<file path="config.mk">
export PLATFORM = sky130hd
export DESIGN_NAME = traffic_request_cond_flat
export DESIGN_NICKNAME = d
export VERILOG_FILES = /design/src/rtl/traffic_request_cond_if.sv /design/src/rtl/traffic_request_cond.sv /design/src/flat_wrapper.sv
export SDC_FILE = /design/constraint.sdc
export NUM_CORES = 1
export LEC_CHECK = 0
export ABC_AREA = 0
export CORE_ASPECT_RATIO = 1.5
export CORE_MARGIN = 2
export CORE_UTILIZATION = 54
export DETAILED_ROUTE_END_ITERATION = 8
export PLACE_DENSITY = 0.76
export SYNTH_ARGS = -nofsm -noshare
export SYNTH_HDL_FRONTEND = slang
export SYNTH_SLANG_ARGS = --single-unit
</file>
<file path="constraint.sdc">
create_clock -name clk -period 1.85 [get_ports clk]
set_input_delay 0.4625 -clock clk [delete_from_list [all_inputs] [get_ports clk]]
set_output_delay 0.4625 -clock clk [all_outputs]
set_load 0.005 [all_outputs]
</file>
<file path="src/rtl/traffic_request_cond_if.sv">
// ============================================================================
// traffic_request_cond_if : switch/ack inputs and request outputs of the conditioner
// Optional TRAFFIC_REQ_COUNT_EN adds req_count.  Rev 1.0
// ============================================================================
`default_nettype none

interface traffic_request_cond_if #(
  parameter int NUM_CH = 2
);
  logic [NUM_CH-1:0] SW;
  logic [NUM_CH-1:0] ack;
  logic [NUM_CH-1:0] req;
  logic [NUM_CH-1:0] sw_clean;
`ifdef TRAFFIC_REQ_COUNT_EN
  logic [8*NUM_CH-1:0] req_count;

  modport master (output SW, output ack, input req, input sw_clean, input req_count);
  modport slave  (input SW, input ack, output req, output sw_clean, output req_count);
`else
  modport master (output SW, output ack, input req, input sw_clean);
  modport slave  (input SW, input ack, output req, output sw_clean);
`endif
endinterface

`default_nettype wire

</file>
<file path="src/rtl/traffic_request_cond.sv">
// ============================================================================
// traffic_request_cond : synchronise, debounce and latch switch presses as sticky requests
// Optional TRAFFIC_REQ_COUNT_EN adds 8-bit saturating accepted-request counters.  Rev 1.0
// ============================================================================
`default_nettype none

module traffic_request_cond #(
  parameter int NUM_CH    = 2,
  parameter int DB_CYCLES = 1000000
) (
  input wire clk,
  input wire rst_n,
  traffic_request_cond_if.slave bus
);

  localparam int               CNT_W    = $clog2(DB_CYCLES);
  localparam logic [CNT_W-1:0] CNT_LAST = CNT_W'(DB_CYCLES - 1);

  typedef enum logic [0:0] {
    IDLE = 1'b0,
    PEND = 1'b1
  } req_state_t;

  for (genvar n = 0; n < NUM_CH; n++) begin : g_ch
    logic             sync_meta;
    logic             sync;
    logic             clean;
    logic [CNT_W-1:0] db_cnt;
    logic             settle;
    logic             rise;
    req_state_t       state;
    logic             req_q;

    // settle: sync has disagreed with clean long enough to be adopted this edge
    assign settle = (sync != clean) && (db_cnt == CNT_LAST);
    assign rise   = settle && sync;

    always_ff @(posedge clk or negedge rst_n) begin : p_debounce
      if (!rst_n) begin
        sync_meta <= 1'b0;
        sync      <= 1'b0;
        clean     <= 1'b0;
        db_cnt    <= '0;
      end else begin
        sync_meta <= bus.SW[n];
        sync      <= sync_meta;
        if (sync == clean) begin
          db_cnt <= '0;
        end else if (settle) begin
          clean  <= sync;
          db_cnt <= '0;
        end else begin
          db_cnt <= db_cnt + CNT_W'(1);
        end
      end
    end

`ifdef TRAFFIC_REQ_COUNT_EN
    logic [7:0] req_cnt;

    always_ff @(posedge clk or negedge rst_n) begin : p_req_fsm
      if (!rst_n) begin
        state   <= IDLE;
        req_q   <= 1'b0;
        req_cnt <= 8'd0;
      end else begin
        case (state)
          IDLE: begin
            if (rise) begin
              state <= PEND;
              req_q <= 1'b1;
              if (req_cnt != 8'hFF) begin
                req_cnt <= req_cnt + 8'd1;
              end
            end
          end
          PEND: begin
            // A fresh press coinciding with ack re-arms the request
            if (!rise && bus.ack[n]) begin
              state <= IDLE;
              req_q <= 1'b0;
            end
          end
          default: begin
            state <= IDLE;
            req_q <= 1'b0;
          end
        endcase
      end
    end

    assign bus.req_count[8*n +: 8] = req_cnt;
`else
    always_ff @(posedge clk or negedge rst_n) begin : p_req_fsm
      if (!rst_n) begin
        state <= IDLE;
        req_q <= 1'b0;
      end else begin
        case (state)
          IDLE: begin
            if (rise) begin
              state <= PEND;
              req_q <= 1'b1;
            end
          end
          PEND: begin
            // A fresh press coinciding with ack re-arms the request
            if (!rise && bus.ack[n]) begin
              state <= IDLE;
              req_q <= 1'b0;
            end
          end
          default: begin
            state <= IDLE;
            req_q <= 1'b0;
          end
        endcase
      end
    end
`endif

    assign bus.req[n]      = req_q;
    assign bus.sw_clean[n] = clean;
  end

endmodule

`default_nettype wire
</file>
<file path="src/flat_wrapper.sv">
// flat-port wrapper written by rule: the top's interface ports become plain ports
module traffic_request_cond_flat 
#(
  parameter int NUM_CH    = 2,
  parameter int DB_CYCLES = 1000000
)
  (clk, rst_n, bus_SW, bus_ack, bus_req, bus_sw_clean);
  traffic_request_cond_if #(.NUM_CH(NUM_CH)) bus_i ();
  input wire clk;
  input wire rst_n;
  input wire logic [$bits(bus_i.SW)-1:0] bus_SW;
  input wire logic [$bits(bus_i.ack)-1:0] bus_ack;
  output wire logic [$bits(bus_i.req)-1:0] bus_req;
  output wire logic [$bits(bus_i.sw_clean)-1:0] bus_sw_clean;
  assign bus_i.SW = bus_SW;
  assign bus_i.ack = bus_ack;
  assign bus_req = bus_i.req;
  assign bus_sw_clean = bus_i.sw_clean;
  traffic_request_cond #(.NUM_CH(NUM_CH), .DB_CYCLES(DB_CYCLES)) u_core (.clk(clk), .rst_n(rst_n), .bus(bus_i));
endmodule
</file>
==> metrics.md, run 1 <==
| Metric | Value |
|---|---|
| CP cell instances | or4b_4 > nor4_4 > buf_4 > nand2_1 > mux2_2 |
| Fill cells | 337 |
| Leak | around 1.3 nW |
| Final Hold Fails | 0 |
| Post-route design area | 2940 sq um |
| Area delta synth->final | 21.9% |
| Syn_area_per_cell | ~10 sq um |
| Largest area contributor in the netlist | dfrtp_1 |
| Rel. slew slack | 0.780 |
| Post-synth EDFFs | 0 |
| Setup violations, final | 1 |
| Total Die Area | 5040 sq um |
| Flops & latches, synth | 50 |
| Critical path class | reg2reg |
| # H-tree levels | 2 |
| Status | finished with violations |
| Reg-to-Reg End | u_core.g_ch[0].clean |
| Share of layout cells above drive strength 1 | 0.209 |
| Vias in the first global route | 1909 |
| Hold Path Class | in2async |
| Min cycle time layout | ~1900 ps |
| Total GRT Usage | 0.208 |
| Core area | 4280 sq um |
| Placed inst area | 2780 sq um |
| Largest net degree at the start of global routing | 51 |
| IO Pins | 10 |
| Clk_lat worst skew | 310 ps |
| Worst setup slack after layout | -18.4 ps |
| Initial antenna violation count | 0 |
| Row count | 29 |
| Worst EP required | 2050 ps |
| Top-area cell type share of the netlist area | 0.518 |
| Reg2reg setup slack | -20 ps |
| Area contributors post-synth | dfrtp_1 (52%), xor2_1 (5.8%), nor2_1 (4.4%) |
| Max VDD drop | 0.000528 V |
| Worst path top cell family by delay | simple AND/OR/NAND/NOR gates |
| Mapped Cells | 238 |
| CTS tree | done |
| Input/output buffers | 9 |
| Overall overflow remaining after global route | 0 |
| Routed Antenna Nets | 0 |
| Final period util | 1.01 |
| Max Transition Viols Final | 0 |
| WL met2 | around 2600 um |
| Met3 WL post-DR | 106 um |
| 1st-pass router iterations | 4 |
| Met1 WL | 1830 um |
| Reg clk slew, reported paths | 90 ps |
| Overall power | 2.16 mW |
| Max Used Layer | met4 |
| CP max FO | 3 |
| Worst reg2reg path depth | 5 |
| Height of the die | 85.9 um |
| Number of remaining DRC errors | 0 |
| Worst Setup Start Kind | flip-flop |
| Via count | roughly 1800 |
| Clk sink count | 50 |
| Post-synth ARST share | 1.00 |
| Setup crit end kind | flip-flop |
| Layout Nets | 280 |
| Synthesized area | 2420 sq um |
| Failing checks | negative setup slack |
| Synth Flop Type | dfrtp_1 |
| Slowest stage delay, CP | 540 ps |
| Root Buffer | clkbuf_8 |
| Bufs on Longest Clock Path | 2 |
| Routed vias/inst | around 5.7 |
| Initial DRC Count | 128 |
| DP HPWL | 3250 um |
| CP max-delay cell | or4b_4 |
| Initial Util | 0.564 |
| WP data arrival | 2070 ps |
| FMAX | 535 MHz |
| RSZ-0062 raised after global routing | true |
| Worst Path Buf+Inv | 1 |
| Wirelength per Cell | 14.4 um |
| Routability cong. | 0.795 |
| Reg-to-reg startpoint | u_core.g_ch[0].db_cnt[8] |
| Cts hold-fix bufs | 0 |
| Global-route wire length before repair | 8120 um |
| Syn_nets | about 250 |
| Final core occ | 0.688 |
| Routed WL | roughly 4600 um |
| Die extent in x | 58.6 um |
| ANT cells | 0 |
| Post-synthesis sequential area ratio | 0.518 |
| Clock skew | ~11 ps |
| TritonCTS buffer count | 5 |
| Pwr dens | 735 nW/um^2 |
| Actual slew at the worst max-slew pin | 328 ps |
| Ys Warns | 0 |
| Synth cell types | 40 |
| Max-cap violations | 0 |
[final cells by class]
cell class              instances  area [sq um]  area share
repair buffers                 41           363       0.123
inverters                       9          33.8      0.0115
flip-flops and latches         50          1250       0.425
well taps                      46          57.6      0.0195
clock inverters                 2          60.1      0.0204
clock buffers                   6          82.6      0.0280
multi-input cells             165          1100       0.372
[power breakdown]
part	total [mW]	internal [mW]	switching (mW)	leakage [nW]
Combinational	0.104	0.0450	0.0591	0.507
Sequential	1.12	1.11	0.0104	0.684
Clock	0.941	0.577	0.364	0.0714
[repair_timing]
item,CTS,global route
resized for setup,3,4
setup buffers,0,0
endpoints found under the setup margin,21,41
cloned,0,0
pin swaps,2,0
[through the flow]
stage	instances	hold WS, ps	worst slack [ps]	setup TNS [ps]
6_report	319	122	-18.4	-18.4
4_1_cts	319	133	-28.3	-28.3
2_1_floorplan	238	167	-62.5	-62.5
3_5_place_dp	311	339	-77.9	-367
3_3_place_gp	311	332	-21.0	-35.1
5_1_grt	319	152	-60.9	-411
[per-layer routing]
layer  vias up  track usage
met5         -            0
met4         0       0.0971
met3        10       0.0392
met2        23        0.375
met1       883        0.230
li1        904            -
[worst max path at each step]
stage | end | depth (start not counted) | start | slack [ps]
floorplan | u_core.g_ch[0].db_cnt[18] | 5 | u_core.g_ch[0].db_cnt[2] | -60
global placement | u_core.g_ch[0].clean | 5 | u_core.g_ch[0].db_cnt[11] | -20
detailed placement | u_core.g_ch[0].clean | 5 | u_core.g_ch[0].db_cnt[8] | -80
CTS | u_core.g_ch[0].clean | 5 | u_core.g_ch[0].db_cnt[6] | -30
global route | u_core.g_ch[0].db_cnt[18] | 4 | u_core.g_ch[0].db_cnt[3] | -60
finish | u_core.g_ch[0].clean | 5 | u_core.g_ch[0].db_cnt[8] | -20
[state kept, by name, indices dropped and copies added, names as in the netlist]
register               flops
u_core.g_ch.sync_meta      2
u_core.g_ch.req_q          2
u_core.g_ch.clean          2
u_core.g_ch.sync           2
u_core.g_ch.db_cnt        40
u_core.g_ch.state          2
[cell usage in the layout (no fill, tap or decap), types with 7 or more instances in the layout]
cell type	count
a21oi_1	12
buf_4	29
clkdlybuf4s50_1	8
dfrtp_1	50
inv_1	9
nand2_1	13
nand3_1	14
nand4_1	7
nor2_1	28
o21ai_0	7
xnor2_1	9
xor2_1	16
[synth_stat cells (2+ instances only)]
cell type  count
nor4_1         3
nor2b_1        2
mux2_2         2
nand4_1        7
and2_1         2
nor2_1        28
nor3_1         3
dfrtp_1       50
buf_2          4
o21ai_0        7
and3_1         4
or4_1          8
a21oi_1       12
xor2_1        16
clkbuf_1       6
nand2_1       13
ha_1           2
or3_1          7
inv_1          9
nand3_1       15
o31ai_1        6
buf_4          4
and4_1         3
xnor2_1        9
[kinds of logic (layout without fill, tap and decap cells)]
family,Yosys count,count (layout),share of synthesized area
DFF,50,50,0.518
AOI/OAI and AO/OA,32,32,0.0870
xor gates and xnor gates,25,25,0.0906
muxes,2,2,0.00932
and+or+nand+nor,104,104,0.241
buffers and inverters,23,58,0.0440
adders and majority gates,2,2,0.0104
(Power assumes the default switching activity.)
==> run 2: changes to the inputs <==
--- a/config.mk
+++ b/config.mk
@@ -11,6 +11,7 @@
 export CORE_UTILIZATION = 54
 export DETAILED_ROUTE_END_ITERATION = 8
 export PLACE_DENSITY = 0.76
+export REMOVE_ABC_BUFFERS = 1
 export SYNTH_ARGS = -nofsm -noshare
 export SYNTH_HDL_FRONTEND = slang
 export SYNTH_SLANG_ARGS = --single-unit
==> metrics.md, run 2 (synthesis results as in run 1) <==
| Metric | Value |
|---|---|
| Status | finished with violations |
| Failing checks | design-rule violations, negative setup slack |
| Worst path top cell family by delay | simple AND/OR/NAND/NOR gates |
| Fill cells | 317 |
| Final Hold Slack | 97.3 ps |
| # H-tree levels | 2 |
| Reg-to-reg startpoint | u_core.g_ch[0].db_cnt[0] |
| Reg-to-Reg End | u_core.g_ch[0].db_cnt[18] |
| Most used cell, CP | or4_4 |
| FMAX | 531 MHz |
| Actual slew at the worst max-slew pin | 443 ps |
| Critical path class | reg2reg |
| CP max FO | 6 |
| 1st-pass router iterations | 6 |
| Wirelength per Cell | 15.6 um |
| Routed Antenna Nets | 0 |
| Final Hold Fails | 0 |
| DP HPWL | 3450 um |
| Clk_lat worst skew | 300 ps |
| Worst EP required | 2090 ps |
| CP max-delay cell | or4_4 |
| Final period util | 1.02 |
| Bufs on Longest Clock Path | 2 |
| Global-route wire length before repair | 8570 um |
| Share of layout cells above drive strength 1 | 0.234 |
| Overall power | just under 2 mW |
| Hold Path Class | in2async |
| Biggest register | u_core.g_ch.db_cnt |
| Layout Nets | between 200 and 300 |
| Overall overflow remaining after global route | 0 |
| Total GRT Usage | 0.219 |
| Max Transition Viols Final | 0 |
| Initial DRC Count | 102 |
| Height of the die | 85.9 um |
| Post-route setup TNS | -34.9 ps |
| Clk sink count | 50 |
| Most frequent cells in the layout | dfrtp_1 (50), buf_4 (36), nor2_1 (28) |
| RSZ-0062 raised after global routing | true |
| Rel. slew slack | 0.702 |
| Worst reg2reg path depth | 5 |
| Min cycle time layout | 1880 ps |
| Initial Util | 0.564 |
| Number of remaining DRC errors | 1 |
| IO Pins | 10 |
| Max-cap violations | 0 |
| Via count | 1912 |
| Worst setup slack after layout | -34.9 ps |
| Max reg flops | 40 |
| Max VDD drop | ~0.00055 V |
| Clock skew | ~8.5 ps |
| Routability cong. | around 0.8 |
| CTS tree | done |
| Largest net degree at the start of global routing | 33 |
| Root Buffer | clkbuf_8 |
| Post-Place Setup Slack | -123 ps |
| Routed WL | 5100 um |
| Initial antenna violation count | 0 |
| Area delta synth->final | 23.1% |
| WP data arrival | 2120 ps |
| Vias in the first global route | 1994 |
| Core area | 4280 sq um |
| Input/output buffers | 9 |
| Leak | 1.28 nW |
| Cts hold-fix bufs | 0 |
| Reg clk slew, reported paths | ~90 ps |
| TritonCTS buffer count | 5 |
| Setup violations, final | 1 |
| Worst Setup Start Kind | flip-flop |
| CP cell instances | ha_2 > nand2_2 > or4_4 > or4_4 > a21oi_2 |
| Commonest non-fill, non-tap cell in the layout | dfrtp_1 |
| Routed vias/inst | 5.83 |
| Total Die Area | 5040 sq um |
| Setup crit end kind | flip-flop |
| Row count | 29 |
| Reg2reg setup slack | -30 ps |
| Die extent in x | between 50 and 60 um |
| ANT cells | 0 |
| Worst Path Buf+Inv | 0 |
| Slowest stage delay, CP | about 530 ps |
| Pwr dens | 668 nW/um^2 |
## run 2: cell types whose count changed in the layout (fill, tap and decap cells not counted), sizes merged
| cell | before | now |
|---|---|---|
| buf | 33 | 42 |
| bufinv | 2 | 1 |
| clkbuf | 6 | 7 |
## run 2: worst max path at each step
stage	startpoint	endpoint	slack (ps)	cells past startpoint
2_1_floorplan	u_core.g_ch[0].db_cnt[8]	u_core.g_ch[0].db_cnt[10]	-360	4
3_3_place_gp	u_core.g_ch[0].db_cnt[8]	u_core.g_ch[0].clean	-70	5
3_5_place_dp	u_core.g_ch[0].db_cnt[8]	u_core.g_ch[0].clean	-120	5
4_1_cts	u_core.g_ch[1].db_cnt[18]	u_core.g_ch[1].clean	10	4
5_1_grt	u_core.g_ch[0].db_cnt[0]	u_core.g_ch[0].db_cnt[18]	-80	5
6_report	u_core.g_ch[0].db_cnt[0]	u_core.g_ch[0].db_cnt[18]	-30	5
## run 2: timing repair
action | 4_1_cts | 5_1_grt
endpoints found under the setup margin | 23 | 42
pin swaps | 2 | 7
gates cloned | 0 | 1
setup buffers | 0 | 3
resized for setup | 5 | 11
endpoints found under the hold margin | 0 | 0
## run 2: stage by stage
stage / std cells / util / instance area [sq um]
6_report: 328 / 0.695 / 2970
5_1_grt: 328 / 0.695 / 2970
4_1_cts: 324 / 0.679 / 2910
3_5_place_dp: 316 / 0.648 / 2780
3_3_place_gp: 316 / 0.648 / 2780
2_1_floorplan: 224 / - / 2340
## run 2: per-layer routing
layer,vias to the layer above,part of all wire,global-route usage
met5,-,0,0
met4,0,0.036,0.0888
met3,19,0.023,0.0347
met2,36,0.55,0.413
met1,939,0.39,0.234
li1,918,-,-
## run 2: cell type report
cell class,count,area (sq um),area share
Sequential cell,50,1250,0.421
Multi-Input combinational cell,165,1100,0.371
Timing Repair Buffer,50,420,0.141
Clock buffer,7,76.3,0.0257
Tap cell,46,57.6,0.0194
Inverter,9,33.8,0.0114
Clock inverter,1,30.0,0.0101
## run 2: report_power, final
part | switching (mW) | internal (mW) | total [mW] | leakage (nW)
Combinational | 0.0640 | 0.0490 | 0.113 | 0.546
Sequential | 0.0101 | 1.11 | 1.12 | 0.684
Clock | 0.351 | 0.405 | 0.756 | 0.0524
Total | 0.425 | 1.56 | 1.99 | 1.28
